`src/rtl/pulse_width_meter.sv`:
```
// -----------------------------------------------------------------------------
// pulse_width_meter
//
// Measures the high time and the period of a signal. The signal arrives as
// single-cycle rising/falling edge pulses from an upstream edge detector.
// A running counter starts at a rising edge. A falling edge latches the high
// time. The next rising edge closes the period and starts the following
// measurement back-to-back. Each result is offered on a valid/ready
// handshake. A result that completes while an earlier one is still held is
// dropped, and the sticky overrun flag is raised.
//
// Ports
//   driver_clk  in   system clock, rising edge
//   resetn      in   asynchronous reset, active HIGH (the existing reset net)
//   pos_edge    in   rising-edge pulse
//   neg_edge    in   falling-edge pulse
//   meas_ready  in   consumer accepts the held result
//   meas_valid  out  a result is held
//   high_cnt    out  high time in clocks      (CNT_W bits)
//   period_cnt  out  period in clocks         (CNT_W bits)
//   meas_sat    out  held result saturated
//   overrun     out  sticky: a result was dropped
//   err         out  one-cycle protocol-error pulse
// -----------------------------------------------------------------------------
module pulse_width_meter #(
  parameter int CNT_W = 16
) (
  input  logic             driver_clk,
  input  logic             resetn,
  input  logic             pos_edge,
  input  logic             neg_edge,
  input  logic             meas_ready,
  output logic             meas_valid,
  output logic [CNT_W-1:0] high_cnt,
  output logic [CNT_W-1:0] period_cnt,
  output logic             meas_sat,
  output logic             overrun,
  output logic             err
);

  typedef enum logic [1:0] {
    IDLE = 2'd0,
    HIGH = 2'd1,
    LOW  = 2'd2
  } state_e;

  localparam logic [CNT_W-1:0] CNT_MAX = '1;
  localparam logic [CNT_W-1:0] CNT_ONE = CNT_W'(1);

  state_e           state_q;
  logic [CNT_W-1:0] r_q;
  logic [CNT_W-1:0] high_lat_q;
  logic             sat_q;
  logic             meas_valid_q;
  logic [CNT_W-1:0] high_cnt_q;
  logic [CNT_W-1:0] period_cnt_q;
  logic             meas_sat_q;
  logic             overrun_q;
  logic             err_q;

  logic [CNT_W-1:0] r_d;
  logic             sat_d;
  logic             both_edges;
  logic             complete;
  logic             load;

  // Saturating increment of the running counter. Hitting the ceiling with
  // another clock still to count means the true value no longer fits.
  // NOTE: every always_comb output gets a default first so that no path
  // leaves it unassigned, which would otherwise infer a latch.
  always_comb begin
    r_d   = r_q;
    sat_d = sat_q;
    if (r_q == CNT_MAX) begin
      sat_d = 1'b1;
    end else begin
      r_d = r_q + CNT_ONE;
    end
  end

  assign both_edges = pos_edge & neg_edge;
  // A clean rising edge in LOW closes the period.
  assign complete   = (state_q == LOW) && pos_edge && !neg_edge;
  // A new result may load if the slot is empty or is being emptied this cycle.
  assign load       = complete && (!meas_valid_q || meas_ready);

  // NOTE: sequential state uses non-blocking assignments only. Every register
  // then samples the pre-edge values, whatever order the statements are in.
  always_ff @(posedge driver_clk or posedge resetn) begin
    if (resetn) begin
      state_q      <= IDLE;
      r_q          <= '0;
      high_lat_q   <= '0;
      sat_q        <= 1'b0;
      meas_valid_q <= 1'b0;
      high_cnt_q   <= '0;
      period_cnt_q <= '0;
      meas_sat_q   <= 1'b0;
      overrun_q    <= 1'b0;
      err_q        <= 1'b0;
    end else begin
      err_q <= 1'b0;

      // Measurement FSM. Both edges at once are impossible from a real
      // signal, so the FSM abandons whatever it was tracking.
      if (both_edges) begin
        err_q   <= 1'b1;
        r_q     <= '0;
        state_q <= IDLE;
      end else begin
        unique case (state_q)
          IDLE: begin
            if (pos_edge) begin
              r_q     <= CNT_ONE;
              sat_q   <= 1'b0;
              state_q <= HIGH;
            end
          end
          HIGH: begin
            if (pos_edge) begin
              // The fall was missed. Restart the measurement from this rise.
              err_q <= 1'b1;
              r_q   <= CNT_ONE;
              sat_q <= 1'b0;
            end else begin
              r_q   <= r_d;
              sat_q <= sat_d;
              if (neg_edge) begin
                high_lat_q <= r_q;
                state_q    <= LOW;
              end
            end
          end
          LOW: begin
            if (pos_edge) begin
              r_q     <= CNT_ONE;
              sat_q   <= 1'b0;
              state_q <= HIGH;
            end else if (neg_edge) begin
              // The rise was missed. Wait for a fresh rise.
              err_q   <= 1'b1;
              r_q     <= '0;
              sat_q   <= 1'b0;
              state_q <= IDLE;
            end else begin
              r_q   <= r_d;
              sat_q <= sat_d;
            end
          end
          default: state_q <= IDLE;
        endcase
      end

      // Result handshake. Data holds after acceptance. Only valid drops.
      if (load) begin
        meas_valid_q <= 1'b1;
        high_cnt_q   <= high_lat_q;
        period_cnt_q <= r_q;
        meas_sat_q   <= sat_q;
      end else if (complete) begin
        overrun_q    <= 1'b1;
      end else if (meas_valid_q && meas_ready) begin
        meas_valid_q <= 1'b0;
      end
    end
  end

  assign meas_valid = meas_valid_q;
  assign high_cnt   = high_cnt_q;
  assign period_cnt = period_cnt_q;
  assign meas_sat   = meas_sat_q;
  assign overrun    = overrun_q;
  assign err        = err_q;

endmodule
```
`config.mk`:
```
export PLATFORM = sky130hd
export DESIGN_NAME = pulse_width_meter
export DESIGN_NICKNAME = d
export VERILOG_FILES = /design/src/rtl/pulse_width_meter.sv
export SDC_FILE = /design/constraint.sdc
export NUM_CORES = 1
export LEC_CHECK = 0
export CAP_MARGIN = 10
export CORE_UTILIZATION = 40
export CTS_BUF_LIST = sky130_fd_sc_hd__clkbuf_8 sky130_fd_sc_hd__clkbuf_16
export CTS_CLUSTER_SIZE = 30
export DETAILED_ROUTE_END_ITERATION = 10
export GPL_ROUTABILITY_DRIVEN = 0
export PLACE_DENSITY = 0.7
export SETUP_SLACK_MARGIN = 0.2
export SLEW_MARGIN = 30
export SYNTH_ARGS = -nofsm -noshare
export SYNTH_HDL_FRONTEND = slang
export SYNTH_SLANG_ARGS = --single-unit
```
`constraint.sdc`:
```
create_clock -name driver_clk -period 4.8 [get_ports driver_clk]
set_input_delay 0.96 -clock driver_clk [delete_from_list [all_inputs] [get_ports driver_clk]]
set_output_delay 0.96 -clock driver_clk [all_outputs]
set_load 0.03 [all_outputs]
```
==> qor.yml, run 1 <==
fin_crit_sh_pct: 56.9
h-tree-depth: 3
min_period_ns: 2.73
layout-drive-gt1-share_pct: 22.6
syn_nets: 284
yosysSeqAreaShare_pct: 53.7
holdBufCountCts: 0
syn_inst: 274
grt_overflow: 0
multi_input_area_sq_mm: 0.00141
peakVddDrop_mv: 0.148
placed_cells: 403
power_leakage_nw: 1.76
synthDominantCellAreaShare_pct: 53.7
clock_latency_ns: 0.34
wire_per_inst_um: 15.4
final_cells: 416
fill_cells: 728
port_buffers: 40
synth_area_sq_mm: 0.00331
routed.top_layer: "met4"
nets: 322
die_area_sq_mm: 0.00864
fin_tns_setup_ns: 0
grt_first_pass_wirelength_um: 10600
dp_hpwl_um: 4360
initial_core_util_pct: 42.2
cp_max_fo: 21
rsz0062_at_grt: "false"
clkTransAtPathRegs_ns: 0.07
grt_max_degree: 45
cts_root_buf: "clkbuf_8"
post_cts_buffers: 0
cts-resized-gates: 0
synth_seq_cells: 71
outcome: "finished, final reports clean"
slew_violations: 0
synth_warnings: 0
power_density_mw_per_mm2: 375
worstPathArrival_ns: 2.95
hold_viol_final: 0
endpoint_kind: "register"
critical_path_required_ns: 5.02
die_w_um: 93.0
antenna_found_initial: 0
hold_class: "reg -> reg"
max_freq_mhz: 366
register_area_sq_mm: 0.00178
avgViaCountPerCell: 5.59
fin_hold_ws_ns: 0.480
route.met3.wl_um: 267
cts_buffers: 9
layout_commonest_cell: "dfrtp_1"
worstSetupPathType: "in -> reg"
num_vias: 2326
worst_pin_slew_ns: 0.985
drc: 0
wl_met1_um: 2980
power_w: 0.00147
clock_path_buffers: 2
fin_worst_skew_ns: 0.00737
design.core.area_sq_mm: 0.00785
ys_types: 51
clock_sinks: 71
drv_cap: 0
syn_avg_cell_area_sq_um: 12.1
reg2regPathDepth: 6
drt-initial-drc-count: 100
grt_pass1_vias: 2151
cts_tree: "done"
slew_headroom_pct: 34.1
layout_common_cells: "dfrtp_1, mux2_2, clkdlybuf4s50_1"
setup_viol: 0
wl_um: 6400
cp-start-kind: "input pin"
num_io_pins: 41
synth_area_leaders: "dfrtp_1, mux2_2, a21oi_1"
cp-startpoint: "pos_edge"
track_usage_pct: 16.1
crit_path_end: "high_lat_q[14]$_DFFE_PP0P_"
num_rows: 32
area_growth_pct: 18.6
diodes: 0
r2r_start: "state_q[0]$_DFFE_PP0P_"
die_h_um: 93.0
r2r_end: "r_q[1]$_DFFE_PP0P_"
r2r_slack_ns: 2.47
dr.pass1.iters: 4
ant_nets: 0
synth_top_cell_by_area: "dfrtp_1"
wl_met2_um: 3030
final_core_util_pct: 50.0
where the power goes:
group | internal [W] | total [W] | switching, W
Clock | 0.000189 | 0.000390 | 0.000201
Combinational | 0.000151 | 0.000399 | 0.000248
Sequential | 0.000646 | 0.000684 | 0.0000384
sequential cells by signal, indices dropped and copies added, names as in the netlist:
register	count
high_cnt	16
high_lat_q	16
period_cnt	16
r_q	16
state_q	2
err	1
meas_sat	1
meas_valid	1
overrun	1
sat_q	1
cells in the mapped netlist (all sizes together):
master	instances
a2111oi	2
a211o	1
a211oi	3
a21o	1
a21oi	19
a221o	1
a22oi	1
a31oi	2
a41oi	2
and3	2
and4	4
buf	12
clkbuf	3
dfrtp	71
ha	5
inv	11
mux2	45
mux2i	1
nand2	11
nand2b	5
nand3	10
nand3b	1
nand4	4
nand4b	1
nor2	9
nor2b	2
nor3	2
nor4	4
o211ai	5
o21a	1
o21ai	8
o21ba	1
o21bai	2
o22a	1
o22ai	1
o2bb2ai	1
o311ai	1
o31a	1
o31ai	7
or2	1
or3	4
or4	5
metrics by stage:
step,setup slack (ns),area (sq um)
after global routing,1.89,3930
after floorplan,2.04,3310
after global placement,1.78,3770
final,2.07,3930
after detailed placement,1.70,3770
after CTS,2.07,3930
cell families (layout without fill, tap and decap cells):
kind of cell | count (synthesis) | after routing | share of synthesized area, %
AOI/OAI and AO/OA | 61 | 61 | 13.2
adders and majority gates | 5 | 5 | 1.89
buffers and inverters | 26 | 66 | 3.71
DFF | 71 | 71 | 53.7
muxes | 46 | 46 | 15.6
and+or+nand+nor | 65 | 65 | 11.9
critical path, stage by stage:
cell	delay, ns
clkdlybuf4s50_1	0.58
inv_1	0.20
nand3_1	0.66
mux2_2	0.54
final cells by class:
cell class	count	share of cell area (%)
Inverter	11	1.05
Clock buffer	10	3.51
Tap cell	102	3.25
Clock inverter	3	0.351
Sequential cell	71	45.3
Timing Repair Buffer	42	10.6
Multi-Input combinational cell	177	36.0
routing by layer:
metal	track usage, %	vias up
met4	9.36	0
met1	21.4	1176
met3	3.45	10
met5	0	-
li1	-	1094
met2	24.1	46
how the worst min path moves through the flow:
stage | startpoint | end | slack (ns) | cells after the start
floorplan | high_lat_q[0]$_DFFE_PP0P_ | high_lat_q[0]$_DFFE_PP0P_ | 0.44 | 2
global route | overrun$_DFFE_PP0P_ | overrun$_DFFE_PP0P_ | 0.50 | 1
finish | overrun$_DFFE_PP0P_ | overrun$_DFFE_PP0P_ | 0.48 | 1
detailed placement | overrun$_DFFE_PP0P_ | overrun$_DFFE_PP0P_ | 0.47 | 1
CTS | high_lat_q[0]$_DFFE_PP0P_ | high_lat_q[0]$_DFFE_PP0P_ | 0.48 | 2
global placement | overrun$_DFFE_PP0P_ | overrun$_DFFE_PP0P_ | 0.46 | 1
No activity file was read; power rests on OpenSTA's default activity.
==> run 2: changes to the inputs <==
--- a/config.mk
+++ b/config.mk
@@ -11,7 +11,7 @@
 export CTS_CLUSTER_SIZE = 30
 export DETAILED_ROUTE_END_ITERATION = 10
 export GPL_ROUTABILITY_DRIVEN = 0
-export PLACE_DENSITY = 0.7
+export PLACE_DENSITY = 0.72
 export SETUP_SLACK_MARGIN = 0.2
 export SLEW_MARGIN = 30
 export SYNTH_ARGS = -nofsm -noshare
==> constraint.sdc (replaced) <==
create_clock -name driver_clk -period 2.2 [get_ports driver_clk]
set_input_delay 0.44 -clock driver_clk [delete_from_list [all_inputs] [get_ports driver_clk]]
set_output_delay 0.44 -clock driver_clk [all_outputs]
set_load 0.03 [all_outputs]
==> run 2 against run 1 <==
Hold slack got worse by 0.035 ns. Cell count rose by 6.0%. Combinational power rose to 2.7 times the previous value. Clock skew rose by 0.0020 ns. Count of clock-buffer cells in the layout fell by 1. Non-clock buffer count rose by 22. Clock power rose to 3.4 times the previous value. Sequential power rose by 120%. Setup slack got worse by 1.8 ns. Design area rose by 8.6%. Critical path type is now reg -> reg.
==> qor.yml, run 2 (same netlist as run 1, synthesis figures left out) <==
hold_viol_final: 0
fin_crit_sh_pct: 86.6
slew_violations: 0
power.share.sequential_pct: 38.2
dr.pass1.iters: 4
layout_common_cells: "dfrtp_1, mux2_2, clkdlybuf4s50_1"
reg2regPathDepth: 7
wl_um: 6890
die_area_sq_mm: 0.00864
layout_setup_ws_ns: 0.295
grt_pass1_vias: 2438
min_period_ns: 1.91
cts_buffers: 9
slowest_delay_ns: 0.48
clkTransAtPathRegs_ns: 0.08
diodes: 0
area_growth_pct: 28.8
num_vias: 2415
hold_class: "in -> async"
cp_common_cell: "buf_4"
fin_worst_skew_ns: 0.00934
num_rows: 32
fin_tns_setup_ns: 0
track_usage_pct: 17.9
design.core.area_sq_mm: 0.00785
drt-initial-drc-count: 99
placed_cells: 424
slew_headroom_pct: 61.4
cts_root_buf: "clkbuf_8"
outcome: "finished, final reports clean"
cp_cell_sequence: "ha_1, nand4_1, buf_4, nor4_4, buf_4, or4_1, a21oi_1"
drc: 0
layout-drive-gt1-share_pct: 30.7
peakVddDrop_mv: 0.568
grt_max_degree: 39
drv_cap: 0
clock_latency_ns: 0.36
grt_first_pass_wirelength_um: 11800
clock_sinks: 71
endpoint_kind: "register"
ant_nets: 0
num_io_pins: 41
die_h_um: 93.0
cp-start-kind: "register"
max_freq_mhz: 525
cp_max_fo: 15
intPower_w: 0.00266
pre_cts_ws_ns: -0.0537
critical_path_required_ns: 2.48
final_cells: 441
port_buffers: 40
p_comb_share_pct: 27.9
power_density_mw_per_mm2: 908
grt_overflow: 0
clock_path_buffers: 2
switching_share_pct: 31.4
die_w_um: 93.0
antenna_found_initial: 0
worstSetupPathType: "reg -> reg"
r2r_slack_ns: 0.29
holdBufCountCts: 0
p_sw_w: 0.00122
wire_per_inst_um: 15.6
power_leakage_nw: 1.92
worst_pin_slew_ns: 0.578
r2r_end: "r_q[5]$_DFFE_PP0P_"
worstPathArrival_ns: 2.18
avgViaCountPerCell: 5.48
cp-startpoint: "r_q[1]$_DFFE_PP0P_"
fin_hold_ws_ns: 0.445
rsz0062_at_grt: "false"
setup_viol: 0
cts_tree: "done"
layout_commonest_cell: "dfrtp_1"
path_buf_inv: 2
dp_hpwl_um: 4730
r2r_start: "r_q[1]$_DFFE_PP0P_"
final_core_util_pct: 54.3
slowest_stage: "or4_1"
fill_cells: 705
initial_core_util_pct: 42.2
critPathTopFamily: "simple AND/OR/NAND/NOR gates"
h-tree-depth: 3
pwr-share-clk_pct: 33.9
nets: 344
## run 2: cell count changes in the layout (fill, tap and decap cells not counted), sizes merged
cell | previous run | this run
clkinvlp | 0 | 1
buf | 2 | 24
inv | 12 | 13
clkinv | 2 | 1
bufinv | 0 | 3
clkbuf | 10 | 9
## run 2: routing by layer
| layer | global-route usage [%] | vias up | wire length, um | part of all wire, % |
|---|---|---|---|---|
| met4 | 8.85 | 0 | 165 | 2.4 |
| met3 | 4.93 | 16 | 307 | 4.5 |
| li1 | - | 1137 | - | - |
| met2 | 27.5 | 51 | 3260 | 47 |
| met1 | 23.1 | 1211 | 3160 | 46 |
| met5 | 0 | - | 0 | 0 |
## run 2: through the flow
stage	power [W]	instance area, sq um
after floorplan	0.00213	3310
after global placement	0.00250	3970
after detailed placement	0.00253	3970
after CTS	0.00385	4230
after global routing	0.00409	4260
final	0.00387	4260
## run 2: timing repair
action                     4_1_cts  5_1_grt
setup endpoints to repair       13       15
resized for setup                2        7
hold endpoints to repair         0        0
buffers inserted                 0        1
## run 2: worst reg2reg max path, stage by stage (launching register included)
cell,delay [ns]
dfrtp_1,0.46
ha_1,0.24
nand4_1,0.09
buf_4,0.15
nor4_4,0.05
buf_4,0.19
or4_1,0.48
a21oi_1,0.16
## run 2: cell type report
type	instances	area [sq um]	share of cell area, %
clock buffer	9	124	2.91
clock inverter	7	128	2.99
inverter	11	45.0	1.06
multi-input combinational	177	1440	33.9
sequential	71	1780	41.7
tap	102	128	2.99
timing repair buffer	64	618	14.5
## run 2: worst max path at each step
stage               slack, ns  cells after the start             endpoint
finish                   0.29                      7   r_q[5]$_DFFE_PP0P_
global route             0.19                      6  r_q[12]$_DFFE_PP0P_
CTS                      0.20                      5  r_q[12]$_DFFE_PP0P_
detailed placement      -0.05                      5   r_q[3]$_DFFE_PP0P_
global placement        -0.01                      5   r_q[1]$_DFFE_PP0P_
floorplan                0.38                      5  r_q[12]$_DFFE_PP0P_
## run 2: power groups by stage
stage	combinational, W	sequential [W]	clock, W
after global routing	0.00119	0.00150	0.00140
after CTS	0.00104	0.00148	0.00134
final	0.00108	0.00148	0.00131
after global placement	0.00100	0.00150	0
after detailed placement	0.00102	0.00150	0
after floorplan	0.000544	0.00159	0
==> run 3: changes to the inputs <==
--- a/config.mk
+++ b/config.mk
@@ -6,12 +6,10 @@
 export NUM_CORES = 1
 export LEC_CHECK = 0
 export CAP_MARGIN = 10
-export CORE_UTILIZATION = 40
+export CORE_UTILIZATION = 45
 export CTS_BUF_LIST = sky130_fd_sc_hd__clkbuf_8 sky130_fd_sc_hd__clkbuf_16
-export CTS_CLUSTER_SIZE = 30
 export DETAILED_ROUTE_END_ITERATION = 10
-export GPL_ROUTABILITY_DRIVEN = 0
-export PLACE_DENSITY = 0.72
+export PLACE_DENSITY = 0.78
 export SETUP_SLACK_MARGIN = 0.2
 export SLEW_MARGIN = 30
 export SYNTH_ARGS = -nofsm -noshare
==> run 3 against run 2 <==
Combinational power grew 4%. Count of clock-buffer cells in the layout grew 4. Cell count shrank 2.7%. Setup slack lost 0.033 ns. Total power shrank 8.2%. Critical path depth is the same. Non-clock buffer count shrank 4. Clock skew shrank 0.0015 ns. Sequential cell count is the same. Register-to-register slack lost 0.03 ns. Maximum frequency shrank 1.7%. Critical endpoint is now r_q[3]$_DFFE_PP0P_.
==> qor.yml, run 3 (same netlist as run 1, synthesis figures left out) <==
layout-drive-gt1-share_pct: 29.7
layout_commonest_cell: "dfrtp_1"
hp-start: "high_lat_q[0]$_DFFE_PP0P_"
dp_hpwl_um: 4630
min_period_ns: 1.94
wl_um: 6630
cp-start-kind: "register"
wl_met1_um: 2910
setup_viol: 0
die_area_sq_mm: 0.00770
worstPathArrival_ns: 2.20
clock_latency_ns: 0.34
fin_crit_sh_pct: 88.1
clock_path_buffers: 2
drt-initial-drc-count: 139
antenna_found_initial: 0
num_io_pins: 41
avgViaCountPerCell: 5.58
initial_core_util_pct: 47.7
slew_headroom_pct: 68.6
worst_pin_slew_ns: 0.472
power_leakage_nw: 1.87
peakVddDrop_mv: 0.528
ant_nets: 0
clock_sinks: 71
fill_cells: 559
endpoint_kind: "register"
num_vias: 2394
routed.top_layer: "met4"
fin_tns_setup_ns: 0
hold_class: "reg -> reg"
cp-startpoint: "state_q[1]$_DFFE_PP0P_"
dr.pass1.iters: 4
wl_met2_um: 3270
diodes: 0
critical_path_required_ns: 2.46
cts_buffers: 9
die_h_um: 87.8
design.core.area_sq_mm: 0.00694
area_growth_pct: 26.4
outcome: "finished, final reports clean"
grt_max_degree: 72
r2r_start: "state_q[1]$_DFFE_PP0P_"
clkTransAtPathRegs_ns: 0.07
route.met3.wl_um: 365
track_usage_pct: 19.1
grt_overflow: 0
power_density_mw_per_mm2: 850
fin_hold_ws_ns: 0.479
h-tree-depth: 3
die_w_um: 87.8
drv_cap: 0
cp_max_fo: 15
cts_root_buf: "clkbuf_8"
max_freq_mhz: 516
num_rows: 30
fin_worst_skew_ns: 0.00786
drc: 0
cts_tree: "done"
wire_per_inst_um: 15.4
grt_first_pass_wirelength_um: 11100
slew_violations: 0
worstSetupPathType: "reg -> reg"
rsz0062_at_grt: "true"
layout_common_cells: "dfrtp_1, mux2_2, clkdlybuf4s50_1"
port_buffers: 40
nets: 340
grt_pass1_vias: 2331
gp_congestion: 0.920
hold_viol_final: 0
-- run 3: changes by cell type in the layout (fill, tap and decap cells not counted), moves of 2 or more --
cell       delta
buf_4         -4
bufinv_16     -3
clkbuf_8      +4
dfrtp_1       -2
dfrtp_2       +2
ha_4          +2
inv_6         -2
-- run 3: area by class of cell --
type | count | area, sq um | area share [%]
Clock buffer | 13 | 179 | 4.28
Tap cell | 96 | 120 | 2.87
Clock inverter | 1 | 3.75 | 0.0897
Inverter | 11 | 47.5 | 1.14
Sequential cell | 71 | 1780 | 42.5
Multi-Input combinational cell | 177 | 1470 | 35.0
Timing Repair Buffer | 60 | 588 | 14.1
-- run 3: repair_timing --
item | 4_1_cts | 5_1_grt
hold buffers | 0 | 0
pin swaps | 0 | 0
gates resized for setup | 8 | 6
setup buffers | 1 | 4
endpoints found under the setup margin | 9 | 12
-- run 3: metrics by stage --
stage               setup WS [ns]  std cells  utilization, %  total power [W]  instance area (sq um)
finish                      0.261        429            60.3          0.00356                   4180
global route                0.195        429            60.3          0.00375                   4180
CTS                         0.202        425            59.6          0.00351                   4140
detailed placement         0.0143        410            56.2          0.00246                   3910
global placement           0.0799        410            56.2          0.00244                   3910
floorplan                   0.380        274               -          0.00213                   3310
-- run 3: worst paths after layout --
path	slack (ns)	depth (start not counted)	end
min	0.48	2	high_lat_q[0]$_DFFE_PP0P_
max in group asynchronous	1.35	3	state_q[0]$_DFFE_PP0P_
max reg2reg	0.26	7	r_q[3]$_DFFE_PP0P_
min in group asynchronous	0.55	3	r_q[5]$_DFFE_PP0P_
min reg2reg	0.48	2	high_lat_q[0]$_DFFE_PP0P_
max	0.26	7	r_q[3]$_DFFE_PP0P_
-- run 3: critical path, stage by stage (launching register included) --
cell	delay (ns)
dfrtp_1	0.37
inv_1	0.11
ha_4	0.20
o21ba_4	0.26
nor2_1	0.05
buf_4	0.18
or4_1	0.53
a21oi_1	0.16
-- run 3: layer usage --
layer  global-route usage (%)  up-vias
met3                     6.03        8
met1                     24.3     1194
met4                     6.26        0
li1                         -     1126
met2                     30.9       66
met5                        0        -
-- run 3: power by group --
group	internal, W	switching (W)
Sequential	0.00141	0.0000698
Clock	0.000516	0.000438
Combinational	0.000501	0.000618
